$ cat src/rtl/neuron08_array_if.sv
// Bus bundle for neuron08_array: step/done handshake, per-neuron input request,
// spike vector, overrun flag and the state monitor.
//   slave  : the neuron array itself
//   master : the controlling side (input stage, spike router, monitor)
interface neuron08_array_if #(
  parameter int unsigned DATA_LENGTH = 16,
  parameter int unsigned N_NEURONS   = 4,
  parameter int unsigned IDX_WIDTH   = 2
) ();
  logic                   i_step;
  logic                   o_busy;
  logic [IDX_WIDTH-1:0]   o_in_idx;
  logic [DATA_LENGTH-1:0] i_in_data;
  logic [N_NEURONS-1:0]   o_spike_vec;
  logic                   o_done;
  logic                   o_overrun;
  logic [IDX_WIDTH-1:0]   i_mon_idx;
  logic [DATA_LENGTH-1:0] o_int_vol;
  logic [DATA_LENGTH-1:0] o_thr_vol;
  logic [DATA_LENGTH-1:0] o_rst_vol;

  modport slave (
    input  i_step, i_in_data, i_mon_idx,
    output o_busy, o_in_idx, o_spike_vec, o_done, o_overrun,
           o_int_vol, o_thr_vol, o_rst_vol
  );

  modport master (
    output i_step, i_in_data, i_mon_idx,
    input  o_busy, o_in_idx, o_spike_vec, o_done, o_overrun,
           o_int_vol, o_thr_vol, o_rst_vol
  );
endinterface

$ cat src/rtl/neuron08_array.sv
// Time-multiplexed array of adaptive leaky-integrate-and-fire neurons. One shared
// datapath updates one neuron per cycle; a pulse on i_step sweeps all N_NEURONS.
// Ports:
//   i_clk, i_rst : clock, asynchronous active-high reset
//   bus (slave)  : i_step / o_busy / o_done / o_overrun handshake, o_in_idx +
//                  i_in_data input request, o_spike_vec, i_mon_idx -> o_*_vol monitor
module neuron08_array #(
  parameter int unsigned DATA_LENGTH   = 16,
  parameter int unsigned N_NEURONS     = 4,
  parameter int unsigned IDX_WIDTH     = 2,
  parameter int unsigned TAU_BUF_SHIFT = 2,
  parameter int unsigned TAU_INT_SHIFT = 4,
  parameter int unsigned TAU_THR_SHIFT = 5,
  parameter int unsigned TAU_RST_SHIFT = 6,
  parameter int unsigned MAX_THR       = 49152,
  parameter int unsigned MIN_THR       = 32768,
  parameter int unsigned THR_CONTRIB   = 4096,
  parameter int unsigned MAX_RST       = 8192,
  parameter int unsigned MIN_RST       = 0,
  parameter int unsigned RST_CONTRIB   = 2048,
  parameter int unsigned REFRAC_STEPS  = 3,
  parameter bit          DECAY_EN      = 1'b1
) (
  input logic              i_clk,
  input logic              i_rst,
  neuron08_array_if.slave  bus
);
  localparam int unsigned DL   = DATA_LENGTH;
  localparam int unsigned W    = DATA_LENGTH + 2;
  localparam int unsigned RefW = (REFRAC_STEPS > 0) ? $clog2(REFRAC_STEPS + 1) : 1;

  localparam logic [DL-1:0] DMax       = '1;
  localparam logic [DL-1:0] MaxThr     = DL'(MAX_THR);
  localparam logic [DL-1:0] MinThr     = DL'(MIN_THR);
  localparam logic [DL-1:0] ThrContrib = DL'(THR_CONTRIB);
  localparam logic [DL-1:0] MaxRst     = DL'(MAX_RST);
  localparam logic [DL-1:0] MinRst     = DL'(MIN_RST);
  localparam logic [DL-1:0] RstContrib = DL'(RST_CONTRIB);
  localparam logic [IDX_WIDTH-1:0] LastIdx = IDX_WIDTH'(N_NEURONS - 1);

  typedef enum logic [1:0] {StIdle, StSweep, StDone} state_e;

  function automatic logic signed [W-1:0] ext(input logic [DL-1:0] x);
    return $signed({2'b00, x});
  endfunction

  // Clamp a wide signed intermediate into [0, 2^DL-1].
  function automatic logic [DL-1:0] sat(input logic signed [W-1:0] v);
    if (v[W-1]) return '0;
    else if (v > ext(DMax)) return DMax;
    else return v[DL-1:0];
  endfunction

  state_e                 state_q, state_d;
  logic [IDX_WIDTH-1:0]   idx_q, idx_d;
  logic                   overrun_q, overrun_d;
  logic [N_NEURONS-1:0]   spike_q, spike_d;
  logic                   upd_en;

  logic [DL-1:0]   buf_vol_q [N_NEURONS];
  logic [DL-1:0]   int_vol_q [N_NEURONS];
  logic [DL-1:0]   thr_vol_q [N_NEURONS];
  logic [DL-1:0]   rst_vol_q [N_NEURONS];
  logic [RefW-1:0] refr_q    [N_NEURONS];

  logic [DL-1:0]   cur_buf, cur_int, cur_thr, cur_rst;
  logic [RefW-1:0] cur_refr;
  logic            fire;
  logic [DL-1:0]   buf_d, int_d, thr_d, rst_d, inp, dec_mag;
  logic [RefW-1:0] refr_d;
  logic signed [W-1:0] rst_sub, thr_add;

  assign cur_buf  = buf_vol_q[idx_q];
  assign cur_int  = int_vol_q[idx_q];
  assign cur_thr  = thr_vol_q[idx_q];
  assign cur_rst  = rst_vol_q[idx_q];
  assign cur_refr = refr_q[idx_q];
  assign fire     = (cur_int >= cur_thr);

  // Next state of the neuron currently selected by idx_q, from its old values only.
  always_comb begin
    buf_d   = cur_buf;
    int_d   = cur_int;
    thr_d   = cur_thr;
    rst_d   = cur_rst;
    refr_d  = cur_refr;
    inp     = '0;
    rst_sub = ext(cur_rst) - ext(RstContrib);
    thr_add = ext(cur_thr) + ext(ThrContrib);
    dec_mag = (cur_rst >= cur_int) ? ((cur_rst - cur_int) >> TAU_INT_SHIFT)
                                   : ((cur_int - cur_rst) >> TAU_INT_SHIFT);
    if (!DECAY_EN) dec_mag = '0;

    if (fire) begin
      int_d  = sat(rst_sub);
      rst_d  = (rst_sub < ext(MinRst)) ? MinRst : rst_sub[DL-1:0];
      thr_d  = (thr_add > ext(MaxThr)) ? MaxThr : thr_add[DL-1:0];
      refr_d = RefW'(REFRAC_STEPS);
      buf_d  = '0;
    end else begin
      if (|cur_refr) begin
        // Refractory: input is discarded, not buffered for later.
        refr_d = cur_refr - RefW'(1);
        buf_d  = '0;
      end else begin
        inp   = cur_buf >> TAU_BUF_SHIFT;
        buf_d = sat(ext(cur_buf) + ext(bus.i_in_data) - ext(inp));
      end
      int_d = sat((cur_rst >= cur_int) ? (ext(cur_int) + ext(dec_mag) + ext(inp))
                                       : (ext(cur_int) - ext(dec_mag) + ext(inp)));
      thr_d = cur_thr - ((cur_thr > MinThr) ? ((cur_thr - MinThr) >> TAU_THR_SHIFT) : '0);
      rst_d = cur_rst + ((cur_rst < MaxRst) ? ((MaxRst - cur_rst) >> TAU_RST_SHIFT) : '0);
    end
  end

  always_comb begin
    state_d   = state_q;
    idx_d     = idx_q;
    overrun_d = overrun_q;
    upd_en    = 1'b0;
    if (bus.i_step && (state_q != StIdle)) overrun_d = 1'b1;
    unique case (state_q)
      StIdle: begin
        if (bus.i_step) begin
          state_d = StSweep;
          idx_d   = '0;
        end
      end
      StSweep: begin
        upd_en = 1'b1;
        if (idx_q == LastIdx) begin
          state_d = StDone;
          idx_d   = '0;
        end else begin
          idx_d = idx_q + IDX_WIDTH'(1);
        end
      end
      StDone:  state_d = StIdle;
      default: state_d = StIdle;
    endcase
  end

  always_comb begin
    spike_d = spike_q;
    if (upd_en) spike_d[idx_q] = fire;
  end

  always_ff @(posedge i_clk or posedge i_rst) begin
    if (i_rst) begin
      state_q   <= StIdle;
      idx_q     <= '0;
      overrun_q <= 1'b0;
      spike_q   <= '0;
    end else begin
      state_q   <= state_d;
      idx_q     <= idx_d;
      overrun_q <= overrun_d;
      spike_q   <= spike_d;
    end
  end

  always_ff @(posedge i_clk or posedge i_rst) begin
    if (i_rst) begin
      for (int n = 0; n < int'(N_NEURONS); n++) begin
        buf_vol_q[n] <= '0;
        int_vol_q[n] <= MaxRst;
        thr_vol_q[n] <= MinThr;
        rst_vol_q[n] <= MaxRst;
        refr_q[n]    <= '0;
      end
    end else if (upd_en) begin
      buf_vol_q[idx_q] <= buf_d;
      int_vol_q[idx_q] <= int_d;
      thr_vol_q[idx_q] <= thr_d;
      rst_vol_q[idx_q] <= rst_d;
      refr_q[idx_q]    <= refr_d;
    end
  end

  assign bus.o_busy      = (state_q != StIdle);
  assign bus.o_done      = (state_q == StDone);
  assign bus.o_in_idx    = idx_q;
  assign bus.o_spike_vec = spike_q;
  assign bus.o_overrun   = overrun_q;
  assign bus.o_int_vol   = int_vol_q[bus.i_mon_idx];
  assign bus.o_thr_vol   = thr_vol_q[bus.i_mon_idx];
  assign bus.o_rst_vol   = rst_vol_q[bus.i_mon_idx];
endmodule

$ cat src/flat_wrapper.sv
// flat-port wrapper written by rule: the top's interface ports become plain ports
module neuron08_array_flat 
#(
  parameter int unsigned DATA_LENGTH   = 16,
  parameter int unsigned N_NEURONS     = 4,
  parameter int unsigned IDX_WIDTH     = 2,
  parameter int unsigned TAU_BUF_SHIFT = 2,
  parameter int unsigned TAU_INT_SHIFT = 4,
  parameter int unsigned TAU_THR_SHIFT = 5,
  parameter int unsigned TAU_RST_SHIFT = 6,
  parameter int unsigned MAX_THR       = 49152,
  parameter int unsigned MIN_THR       = 32768,
  parameter int unsigned THR_CONTRIB   = 4096,
  parameter int unsigned MAX_RST       = 8192,
  parameter int unsigned MIN_RST       = 0,
  parameter int unsigned RST_CONTRIB   = 2048,
  parameter int unsigned REFRAC_STEPS  = 3,
  parameter bit          DECAY_EN      = 1'b1
)
  (i_clk, i_rst, bus_i_step, bus_i_in_data, bus_i_mon_idx, bus_o_busy, bus_o_in_idx, bus_o_spike_vec, bus_o_done, bus_o_overrun, bus_o_int_vol, bus_o_thr_vol, bus_o_rst_vol);
  neuron08_array_if #(.DATA_LENGTH(DATA_LENGTH), .N_NEURONS(N_NEURONS), .IDX_WIDTH(IDX_WIDTH)) bus_i ();
  input logic i_clk;
  input logic i_rst;
  input wire logic [$bits(bus_i.i_step)-1:0] bus_i_step;
  input wire logic [$bits(bus_i.i_in_data)-1:0] bus_i_in_data;
  input wire logic [$bits(bus_i.i_mon_idx)-1:0] bus_i_mon_idx;
  output wire logic [$bits(bus_i.o_busy)-1:0] bus_o_busy;
  output wire logic [$bits(bus_i.o_in_idx)-1:0] bus_o_in_idx;
  output wire logic [$bits(bus_i.o_spike_vec)-1:0] bus_o_spike_vec;
  output wire logic [$bits(bus_i.o_done)-1:0] bus_o_done;
  output wire logic [$bits(bus_i.o_overrun)-1:0] bus_o_overrun;
  output wire logic [$bits(bus_i.o_int_vol)-1:0] bus_o_int_vol;
  output wire logic [$bits(bus_i.o_thr_vol)-1:0] bus_o_thr_vol;
  output wire logic [$bits(bus_i.o_rst_vol)-1:0] bus_o_rst_vol;
  assign bus_i.i_step = bus_i_step;
  assign bus_i.i_in_data = bus_i_in_data;
  assign bus_i.i_mon_idx = bus_i_mon_idx;
  assign bus_o_busy = bus_i.o_busy;
  assign bus_o_in_idx = bus_i.o_in_idx;
  assign bus_o_spike_vec = bus_i.o_spike_vec;
  assign bus_o_done = bus_i.o_done;
  assign bus_o_overrun = bus_i.o_overrun;
  assign bus_o_int_vol = bus_i.o_int_vol;
  assign bus_o_thr_vol = bus_i.o_thr_vol;
  assign bus_o_rst_vol = bus_i.o_rst_vol;
  neuron08_array #(.DATA_LENGTH(DATA_LENGTH), .N_NEURONS(N_NEURONS), .IDX_WIDTH(IDX_WIDTH), .TAU_BUF_SHIFT(TAU_BUF_SHIFT), .TAU_INT_SHIFT(TAU_INT_SHIFT), .TAU_THR_SHIFT(TAU_THR_SHIFT), .TAU_RST_SHIFT(TAU_RST_SHIFT), .MAX_THR(MAX_THR), .MIN_THR(MIN_THR), .THR_CONTRIB(THR_CONTRIB), .MAX_RST(MAX_RST), .MIN_RST(MIN_RST), .RST_CONTRIB(RST_CONTRIB), .REFRAC_STEPS(REFRAC_STEPS), .DECAY_EN(DECAY_EN)) u_core (.i_clk(i_clk), .i_rst(i_rst), .bus(bus_i));
endmodule
$ cat config.mk
export PLATFORM = sky130hd
export DESIGN_NAME = neuron08_array_flat
export DESIGN_NICKNAME = d
export VERILOG_FILES = /design/src/rtl/neuron08_array_if.sv /design/src/rtl/neuron08_array.sv /design/src/flat_wrapper.sv
export SDC_FILE = /design/constraint.sdc
export NUM_CORES = 1
export LEC_CHECK = 0
export ABC_AREA = 1
export CELL_PAD_IN_SITES_DETAIL_PLACEMENT = 1
export CELL_PAD_IN_SITES_GLOBAL_PLACEMENT = 2
export CORE_MARGIN = 5
export CORE_UTILIZATION = 39
export CTS_BUF_LIST = sky130_fd_sc_hd__clkbuf_4 sky130_fd_sc_hd__clkbuf_8 sky130_fd_sc_hd__clkbuf_16
export DETAILED_ROUTE_END_ITERATION = 8
export MAX_ROUTING_LAYER = met4
export PLACE_DENSITY_LB_ADDON = 0.1
export SETUP_SLACK_MARGIN = 0.4
export SLEW_MARGIN = 5
export SYNTH_ARGS = -nofsm -noshare
export SYNTH_HDL_FRONTEND = slang
export SYNTH_SLANG_ARGS = --single-unit
export TNS_END_PERCENT = 30
$ cat constraint.sdc
create_clock -name i_clk -period 19.9 [get_ports i_clk]
set_input_delay 5.97 -clock i_clk [delete_from_list [all_inputs] [get_ports i_clk]]
set_output_delay 5.97 -clock i_clk [all_outputs]
set_load 0.01 [all_outputs]
==> flow_summary.rst, run 1 <==
.. list-table::
   :header-rows: 1

   * - Metric
     - Value
   * - Part of the cycle the worst path needs
     - 0.722
   * - Cell with the most instances after synthesis
     - sky130_fd_sc_hd__nand2_1
   * - Initial Utilization
     - 0.393
   * - Run status
     - finished, final reports clean
   * - Hold_buf cts
     - 0
   * - Height of the chip
     - 243 um
   * - Top_reg_cell synth
     - sky130_fd_sc_hd__dfrtp_1
   * - Antenna cells
     - 0
   * - Global router's overall resource usage
     - 0.283
   * - Top cells by area, synth
     - sky130_fd_sc_hd__dfrtp_1 31%, sky130_fd_sc_hd__nand2_1 19%, sky130_fd_sc_hd__ha_1 8.6%
   * - Clock period minus final worst setup slack
     - 14.37 ns
   * - Number of antenna violations at the first check in global routing
     - 0
   * - Largest area contributor in the synthesized netlist
     - sky130_fd_sc_hd__dfrtp_1
   * - Min-delay src
     - u_core.bus.o_overrun
   * - Max frequency
     - 69.6 MHz
   * - CP max-delay cell
     - sky130_fd_sc_hd__buf_4
   * - Endpoint required time on the critical path
     - about 14 ns
   * - Mapped cell area
     - 0.0211 sq mm
   * - Met3 capacity usage during global routing
     - 0.0292
   * - Total count of max-transition violations in the final report
     - 0
   * - Post-synthesis async set-or-reset flop share
     - 1.00
   * - Final antenna-violating net count
     - 0
   * - Clock tree from TritonCTS
     - built
   * - Length of the first detailed-routing pass in iterations
     - 5
   * - Mapped Cells
     - 3092
   * - RSZ-0062 raised after global routing
     - no
   * - Reg2Reg Depth
     - 37
   * - Crit path cell chain
     - buf_2 > inv_2 > buf_4 > o21ai_0 > o22ai_1 > clkdlybuf4s50_1
   * - Number of warnings issued by yosys
     - 0
   * - Routed WL per cell
     - 21.8 um
   * - Number of buffers created by CTS
     - 36
   * - Via count
     - 21600
   * - Part of the Yosys area used for sequential elements
     - 0.324
   * - Global-route track usage on met2
     - 0.455
   * - Number of distinct standard cells referenced by the synthesized netlist
     - 56
   * - Pin count of the biggest net entering global routing
     - 128
   * - Cell type group with the largest total delay on the critical path
     - buffers and inverters
   * - Total die area
     - 0.0589 sq mm
   * - Number of flops mapped to enable cells by yosys
     - 0
   * - Clock Skews
     - about 0.033 ns
   * - Share of cells above drive strength 1
     - 0.0536
   * - Internal reg-to-reg setup slack
     - 9.68 ns
   * - Number of cell rows
     - 85
   * - Worst hold path depth
     - 1
   * - Number of global-route vias before repair
     - 22300
   * - Number of design rule violations left after detail routing
     - 0
   * - Routed Wire Length
     - 83100 um
   * - Global-route congestion overflow total
     - 0
   * - Count of clock tree sinks
     - 273
   * - Crit path arrival time
     - 8.40 ns
   * - Final Hold Fails
     - 0
   * - Post-synth top cells
     - 1065 x sky130_fd_sc_hd__nand2_1, 267 x sky130_fd_sc_hd__o21ai_0, 261 x sky130_fd_sc_hd__dfrtp_1
   * - Wire length of the first global-routing pass
     - 131000 um
   * - Resized Gates After CTS
     - 0
   * - Die Span X
     - 243 um
   * - Setup TNS
     - 0 ns
   * - Port buffer count
     - 77
   * - Min-Delay Endpoint
     - u_core.bus.o_overrun
   * - Clock-pin slew reported for the worst setup and hold paths after clock tree synthesis
     - 0.06 ns
   * - Maximum fanout along the worst path
     - 90
   * - Final setup fails
     - 0
   * - Max Cap Viol
     - 0
   * - Share of the synthesized area in the top cell type
     - 0.310
   * - Class of the most critical hold timing path
     - flip-flop to flip-flop
   * - Count of buffer and inverter cells on the critical path
     - 4
   * - Violation count after the first detailed-route iteration
     - 1532
   * - Kind of start point of the critical path
     - input pin
   * - CP Capture Type
     - output port
   * - Area delta synth->final
     - 11.7%
   * - Class of the most critical setup path
     - input pin to output port
   * - Skew-Pair Late Insertion Delay
     - 0.57 ns
   * - FF-to-FF End
     - u_core.int_vol_q[14]
   * - Post-detail-place hpwl
     - 59600 um
   * - Flip-flop and latch count after synthesis
     - 273
   * - Largest stage delay on the critical path
     - 0.66 ns
   * - Critical register-to-register path startpoint
     - u_core.bus.o_in_idx[0]
   * - Weighted congestion at the end of routability-driven global placement
     - roughly 0.89
   * - Max transition margin
     - 0.232
   * - Number of primary I/O pins
     - 78
   * - GRT met1 Usage
     - 0.394
   * - GRT busiest layer
     - met2
   * - Clock root buffer
     - sky130_fd_sc_hd__clkbuf_16
   * - Actual slew at the worst max-slew pin
     - 1.15 ns
   * - Maximum count of clock buffers along a single path
     - 3
   * - Number of nets in the finished design
     - ~3300
   * - Avg Vias per Cell
     - about 5.7
   * - Mean cell area of the mapped netlist
     - 6.82 sq um
   * - Post-CTS setup buffers
     - 0
   * - Placeable core area
     - about 0.054 sq mm
   * - Number of levels the H-tree was split into
     - 2
[layout make-up]
class                      instances  area (sq um)
timing repair buffer             112          1020
clock buffer                      43           978
multi-input combinational       2401         12600
clock inverter                    20           287
sequential                       273          6850
tap                              696           871
inverter                         265          1010
fill                            6910         30100
[worst register-to-register path, delay by kind of cell, from the launching register on]
family / cells / cell delay (ns)
xor gates and xnor gates: 2 / 0.67
and+or+nand+nor: 15 / 3.08
DFF: 1 / 0.47
adders and majority gates: 3 / 1.28
AOI/OAI and AO/OA: 8 / 1.99
buffers and inverters: 9 / 2.71
[layer usage]
layer  vias up  wire [um]
met5         -          0
met1     10900      39300
met4         0       1540
met2       527      38500
met3        86       3780
li1      10100          -
[flip-flops by register name (all words and copies together) (netlist names)]
name and flops:
u_core.buf_vol_q 64, u_core.bus.o_in_idx 2, u_core.bus.o_overrun 1, u_core.bus.o_spike_vec 4, u_core.int_vol_q 64, u_core.refr_q 8, u_core.rst_vol_q 64, u_core.state_q 2
u_core.thr_vol_q 64
[kinds of logic (layout without fill, tap and decap cells)]
| group | count (synthesis) | count (layout) | synth area share |
|---|---|---|---|
| multiplexers | 4 | 4 | 0.00190 |
| buffers and inverters | 419 | 440 | 0.0816 |
| AND/OR/NAND/NOR | 1489 | 1489 | 0.281 |
| XOR/XNOR | 87 | 87 | 0.0361 |
| other | 2 | 3 | 0.000356 |
| adder cells (fa/ha/maj) | 152 | 152 | 0.0926 |
| flip-flops | 273 | 273 | 0.324 |
| AO/OA/AOI/OAI | 666 | 666 | 0.182 |
[how the worst max path moves through the flow]
stage,startpoint,end,slack (ns),depth (start not counted)
after global placement,bus_i_mon_idx[0],bus_o_rst_vol[1],5.76,6
after detailed placement,bus_i_mon_idx[0],bus_o_rst_vol[10],5.58,6
after global routing,bus_i_mon_idx[0],bus_o_rst_vol[1],5.40,6
final,bus_i_mon_idx[0],bus_o_int_vol[3],5.53,6
after floorplan,i_rst,u_core.buf_vol_q[0],6.43,1
after CTS,bus_i_mon_idx[0],bus_o_rst_vol[10],5.58,6
[placed cells by master, fill, tap and decap left out, types with 13 or more instances in the layout]
cell type	instances
sky130_fd_sc_hd__o21ai_1	32
sky130_fd_sc_hd__a32oi_1	36
sky130_fd_sc_hd__o22ai_1	48
sky130_fd_sc_hd__clkbuf_16	36
sky130_fd_sc_hd__xnor2_1	20
sky130_fd_sc_hd__dfrtp_1	260
sky130_fd_sc_hd__o21bai_1	13
sky130_fd_sc_hd__xor2_1	67
sky130_fd_sc_hd__inv_1	251
sky130_fd_sc_hd__o21ai_0	267
sky130_fd_sc_hd__nand2_2	18
sky130_fd_sc_hd__ha_1	145
sky130_fd_sc_hd__nand3_1	138
sky130_fd_sc_hd__a32o_1	18
sky130_fd_sc_hd__nor2_1	223
sky130_fd_sc_hd__clkdlybuf4s50_1	75
sky130_fd_sc_hd__a21oi_1	193
sky130_fd_sc_hd__nand2_1	1062
sky130_fd_sc_hd__buf_4	35
sky130_fd_sc_hd__nor3_1	18
[through the flow]
step | utilization | area [sq um] | worst slack [ns] | hold slack [ns] | std cells
2_1_floorplan | - | 21100 | 6.43 | 0.444 | 3093
3_3_place_gp | 0.415 | 22300 | 5.76 | 0.458 | 3747
3_5_place_dp | 0.415 | 22300 | 5.58 | 0.464 | 3747
4_1_cts | 0.439 | 23600 | 5.58 | 0.478 | 3810
5_1_grt | 0.439 | 23600 | 5.40 | 0.494 | 3810
6_report | 0.439 | 23600 | 5.53 | 0.471 | 3810
Power of run 1 is not shown: default switching activity piles up to over one toggle a cycle in this logic, so the estimate is an artifact.
==> run 2, diff against run 1 <==
Settings changed: CORE_UTILIZATION 39 to 32.
Clock period 19.9 ns to 12.9 ns, I/O delays scaled along.
==> flow_summary.rst, run 2 (same netlist as run 1, synthesis figures left out) <==
.. list-table::
   :header-rows: 1

   * - Metric
     - Value
   * - Count of clock tree sinks
     - 273
   * - Share of cells above drive strength 1
     - 0.0570
   * - Total die area
     - 0.0712 sq mm
   * - Die Span X
     - 267 um
   * - Class of the most critical hold timing path
     - flip-flop to flip-flop
   * - Reg2Reg Depth
     - just over 40
   * - RSZ-0062 raised after global routing
     - no
   * - Clock tree from TritonCTS
     - built
   * - Internal reg-to-reg setup slack
     - roughly 3.1 ns
   * - Skew-Pair Late Insertion Delay
     - 0.57 ns
   * - Clock Skews
     - 0.0180 ns
   * - Max Cap Viol
     - 0
   * - Run status
     - finished, final reports clean
   * - Number of buffers created by CTS
     - 38
   * - Setup TNS
     - 0 ns
   * - Length of the first detailed-routing pass in iterations
     - 5
   * - Number of global-route vias before repair
     - roughly 22000
   * - Number of antenna violations at the first check in global routing
     - 1
   * - Area delta synth->final
     - 13.2%
   * - Final Hold Fails
     - 0
   * - Number of cell rows
     - 94
   * - Global-route congestion overflow total
     - 0
   * - Max transition margin
     - 0.278
   * - Clock period minus final worst setup slack
     - 10.68 ns
   * - Kind of start point of the critical path
     - input pin
   * - Pin count of the biggest net entering global routing
     - 95
   * - Critical register-to-register path startpoint
     - u_core.bus.o_in_idx[0]
   * - Max frequency
     - 93.6 MHz
   * - Routed WL per cell
     - roughly 22 um
   * - Clock-pin slew reported for the worst setup and hold paths after clock tree synthesis
     - 0.05 ns
   * - Number of levels the H-tree was split into
     - 2
   * - Final antenna-violating net count
     - 0
   * - Worst hold path depth
     - 1
   * - Avg Vias per Cell
     - 5.30
   * - Via count
     - 21200
   * - CP startpoint
     - bus_i_mon_idx[0]
   * - Final setup fails
     - 0
   * - Routed Wire Length
     - just under 90000 um
   * - Clock root buffer
     - sky130_fd_sc_hd__clkbuf_16
   * - Post-CTS setup buffers
     - 0
   * - FF-to-FF End
     - u_core.int_vol_q[30]
   * - Total count of max-transition violations in the final report
     - 0
   * - Part of the cycle the worst path needs
     - 0.828
   * - Wire length of the first global-routing pass
     - between 100000 and 150000 um
   * - Number of design rule violations left after detail routing
     - 0
   * - Min-Delay Endpoint
     - u_core.bus.o_overrun
   * - Endpoint required time on the critical path
     - 9.03 ns
   * - Commonest non-fill, non-tap cells in the layout
     - 1062 x sky130_fd_sc_hd__nand2_1, 267 x sky130_fd_sc_hd__o21ai_0, 260 x sky130_fd_sc_hd__dfrtp_1, 251 x sky130_fd_sc_hd__inv_1, 223 x sky130_fd_sc_hd__nor2_1
   * - Hold_buf cts
     - 0
   * - Min-delay src
     - u_core.bus.o_overrun
   * - CP Capture Type
     - output port
   * - Violation count after the first detailed-route iteration
     - 1320
   * - Height of the chip
     - around 270 um
   * - Maximum fanout along the worst path
     - 69
   * - Weighted congestion at the end of routability-driven global placement
     - about 0.92
   * - Port buffer count
     - between 70 and 80
   * - Placeable core area
     - 0.0656 sq mm
   * - Global router's overall resource usage
     - 0.247
   * - Class of the most critical setup path
     - input pin to output port
   * - Maximum count of clock buffers along a single path
     - 3
   * - Resized Gates After CTS
     - 0
   * - Most common cell after layout, fill and taps aside
     - sky130_fd_sc_hd__nand2_1
   * - Crit path arrival time
     - 6.81 ns
   * - Post-detail-place hpwl
     - a little over 60000 um
   * - Number of nets in the finished design
     - 3267
   * - Initial Utilization
     - 0.322
   * - Actual slew at the worst max-slew pin
     - 1.08 ns
   * - Number of primary I/O pins
     - roughly 80
==> run 2: per-layer routing <==
layer / wire length [um] / GRT usage / share of wire
met5: 0 / - / 0
met4: 1880 / 0.0519 / 0.022
met3: 2660 / 0.0214 / 0.031
met2: 40600 / 0.403 / 0.47
met1: 42000 / 0.340 / 0.48
==> run 2: through the flow <==
stage / hold WS, ns / worst slack [ns] / util / cell area [sq um] / cells
floorplan: 0.444 / 1.53 / - / 21100 / 3093
global placement: 0.459 / 2.31 / 0.344 / 22600 / 3918
finish: 0.477 / 2.22 / 0.364 / 23900 / 3989
detailed placement: 0.461 / 2.18 / 0.344 / 22600 / 3918
CTS: 0.476 / 2.20 / 0.364 / 23900 / 3988
global route: 0.493 / 1.99 / 0.364 / 23900 / 3989
==> run 2: layout make-up <==
cell class	instances	area (sq um)
flip-flops and latches	273	6850
clock inverters	12	164
fillers	8313	41700
inverters	265	1010
multi-input cells	2401	12600
well taps	864	1080
repair buffers	115	1050
diodes	1	2.50
clock buffers	58	1170
==> run 2: worst max-delay path by stage <==
stage | end | slack [ns]
3_3_place_gp | bus_o_rst_vol[12] | 2.31
3_5_place_dp | bus_o_rst_vol[14] | 2.18
5_1_grt | bus_o_thr_vol[8] | 1.99
6_report | bus_o_rst_vol[14] | 2.22
2_1_floorplan | u_core.buf_vol_q[0] | 1.53
4_1_cts | bus_o_rst_vol[14] | 2.20
==> run 2: critical path: stages <==
cell and delay, ns:
sky130_fd_sc_hd__buf_4 0.49, sky130_fd_sc_hd__clkinv_2 0.99, sky130_fd_sc_hd__buf_4 0.59, sky130_fd_sc_hd__o21ai_0 0.24, sky130_fd_sc_hd__o22ai_1 0.10, sky130_fd_sc_hd__clkdlybuf4s50_1 0.51
Power of run 2 is left out for the same reason.
==> run 3, diff against run 2 <==
Clock period 12.9 ns to 9.5 ns, I/O delays scaled along.
==> flow_summary.rst, run 3 (same netlist as run 1, synthesis figures left out) <==
.. list-table::
   :header-rows: 1

   * - Metric
     - Value
   * - Skew-Pair Late Insertion Delay
     - 0.58 ns
   * - Final setup fails
     - 0
   * - Number of buffers created by CTS
     - 38
   * - Total count of max-transition violations in the final report
     - 0
   * - Max transition margin
     - 0.285
   * - Clock tree from TritonCTS
     - built
   * - Total die area
     - 0.0712 sq mm
   * - Final Hold Fails
     - 0
   * - Number of global-route vias before repair
     - 21800
   * - Post-CTS setup buffers
     - 0
   * - Max frequency
     - around 120 MHz
   * - Area delta synth->final
     - 14.1%
   * - Class of the most critical hold timing path
     - flip-flop to flip-flop
   * - Commonest non-fill, non-tap cells in the layout
     - 1062 x sky130_fd_sc_hd__nand2_1, 267 x sky130_fd_sc_hd__o21ai_0, 260 x sky130_fd_sc_hd__dfrtp_1, 251 x sky130_fd_sc_hd__inv_1, 223 x sky130_fd_sc_hd__nor2_1
   * - Height of the chip
     - 267 um
   * - Clock-pin slew reported for the worst setup and hold paths after clock tree synthesis
     - 0.06 ns
   * - CP startpoint
     - u_core.bus.o_in_idx[0]
   * - Multi-input gate area in the final layout
     - 0.0126 sq mm
   * - Largest stage delay on the critical path
     - between 0.5 and 0.6 ns
   * - Number of levels the H-tree was split into
     - 2
   * - Internal reg-to-reg setup slack
     - between 1 and 1.5 ns
   * - Avg Vias per Cell
     - 5.31
   * - Global router's overall resource usage
     - 0.249
   * - Length of the first detailed-routing pass in iterations
     - 5
   * - Die Span X
     - 267 um
   * - Actual slew at the worst max-slew pin
     - 1.07 ns
   * - Final antenna-violating net count
     - 0
   * - Clock period minus final worst setup slack
     - between 8 and 9 ns
   * - Port buffer count
     - between 70 and 80
   * - Placed standard-cell area
     - between 0.02 and 0.025 sq mm
   * - Kind of start point of the critical path
     - flip-flop
   * - Routed WL per cell
     - between 20 and 25 um
   * - Part of the cycle the worst path needs
     - 0.884
   * - Number of nets in the finished design
     - 3286
   * - Placeable core area
     - 0.0656 sq mm
   * - Class of the most critical setup path
     - flip-flop to flip-flop
   * - Weighted congestion at the end of routability-driven global placement
     - 0.896
   * - Number of primary I/O pins
     - 78
   * - Number of design rule violations left after detail routing
     - 0
   * - Clock Skews
     - 0.0388 ns
   * - Wire length of the first global-routing pass
     - 135000 um
   * - Pin count of the biggest net entering global routing
     - 100
   * - Number of cell rows
     - 94
   * - Routed Wire Length
     - a little under 90000 um
   * - Crit path arrival time
     - 8.87 ns
   * - Cell repeated most along the worst path
     - sky130_fd_sc_hd__nand2_1
   * - RSZ-0062 raised after global routing
     - no
   * - Endpoint required time on the critical path
     - roughly 10 ns
   * - Number of antenna violations at the first check in global routing
     - 0
   * - Run status
     - finished, final reports clean
   * - Post-detail-place hpwl
     - 62800 um
   * - Final instance area
     - 0.0241 sq mm
   * - FF-to-FF End
     - u_core.int_vol_q[12]
   * - Count of clock tree sinks
     - between 200 and 300
   * - Antenna cells
     - 0
   * - Violation count after the first detailed-route iteration
     - 1388
   * - Initial Utilization
     - 0.322
   * - Max Cap Viol
     - 0
   * - Reg2Reg Depth
     - 43
   * - Critical path capture point
     - u_core.int_vol_q[12]
   * - CP Capture Type
     - flip-flop
   * - Via count
     - about 21000
   * - CP max-delay cell
     - sky130_fd_sc_hd__dfrtp_4
   * - Critical register-to-register path startpoint
     - u_core.bus.o_in_idx[0]
   * - Setup TNS
     - 0 ns
   * - FF+latch area
     - 0.00685 sq mm
   * - Clock root buffer
     - sky130_fd_sc_hd__clkbuf_16
   * - Global-route congestion overflow total
     - 0
   * - Number of fill cells
     - 8204
   * - Maximum fanout along the worst path
     - between 50 and 60
   * - Share of cells above drive strength 1
     - 0.0630
   * - Maximum count of clock buffers along a single path
     - 3
   * - Most common cell after layout, fill and taps aside
     - sky130_fd_sc_hd__nand2_1
[run 3: metal layers]
metal	share of wire	wire length, um	track usage	vias up
met1	0.49	42800	0.349	10600
met4	0.026	2320	0.0616	0
met2	0.44	39000	0.383	400
met5	0	0	-	-
li1	-	-	-	10200
met3	0.041	3560	0.0313	100
[run 3: layout make-up]
class	instances	share of cell area
well taps	864	0.0449
clock buffers	55	0.0469
inverters	265	0.0419
clock inverters	15	0.00842
repair buffers	134	0.0517
flip-flops and latches	273	0.284
multi-input cells	2401	0.522
[run 3: worst min-delay path by stage]
| stage | to | start | depth (start not counted) |
|---|---|---|---|
| after global routing | u_core.bus.o_overrun | u_core.bus.o_overrun | 1 |
| after CTS | u_core.int_vol_q[45] | u_core.int_vol_q[45] | 2 |
| after detailed placement | u_core.buf_vol_q[32] | u_core.buf_vol_q[32] | 2 |
| final | u_core.int_vol_q[45] | u_core.int_vol_q[45] | 2 |
| after floorplan | u_core.refr_q[3] | u_core.refr_q[3] | 2 |
| after global placement | u_core.refr_q[3] | u_core.refr_q[3] | 2 |
[run 3: timing repair]
item	in CTS	in global routing
resized for setup	0	3
hold buffers	0	0
endpoints found under the setup margin	0	64
[run 3: critical path, delay by kind of cell (launching register included)]
family	cells	cell delay, ns
AND/OR/NAND/NOR	22	2.69
AO/OA/AOI/OAI	7	1.61
adder cells (fa/ha/maj)	3	1.35
buffers and inverters	8	1.25
flip-flops	1	0.57
XOR/XNOR	2	0.47
multiplexers	1	0.33
[run 3: per-stage QoR]
stage                     cells  setup WS (ns)  hold WS [ns]  utilization
final                      4007           1.10         0.476        0.367
after CTS                  4007          0.853         0.476        0.367
after detailed placement   3937          0.884         0.465        0.347
after global placement     3937          0.905         0.456        0.347
after floorplan            3093           1.97         0.444            -
after global routing       4007          0.466         0.493        0.367
Power of run 3 is left out for the same reason.
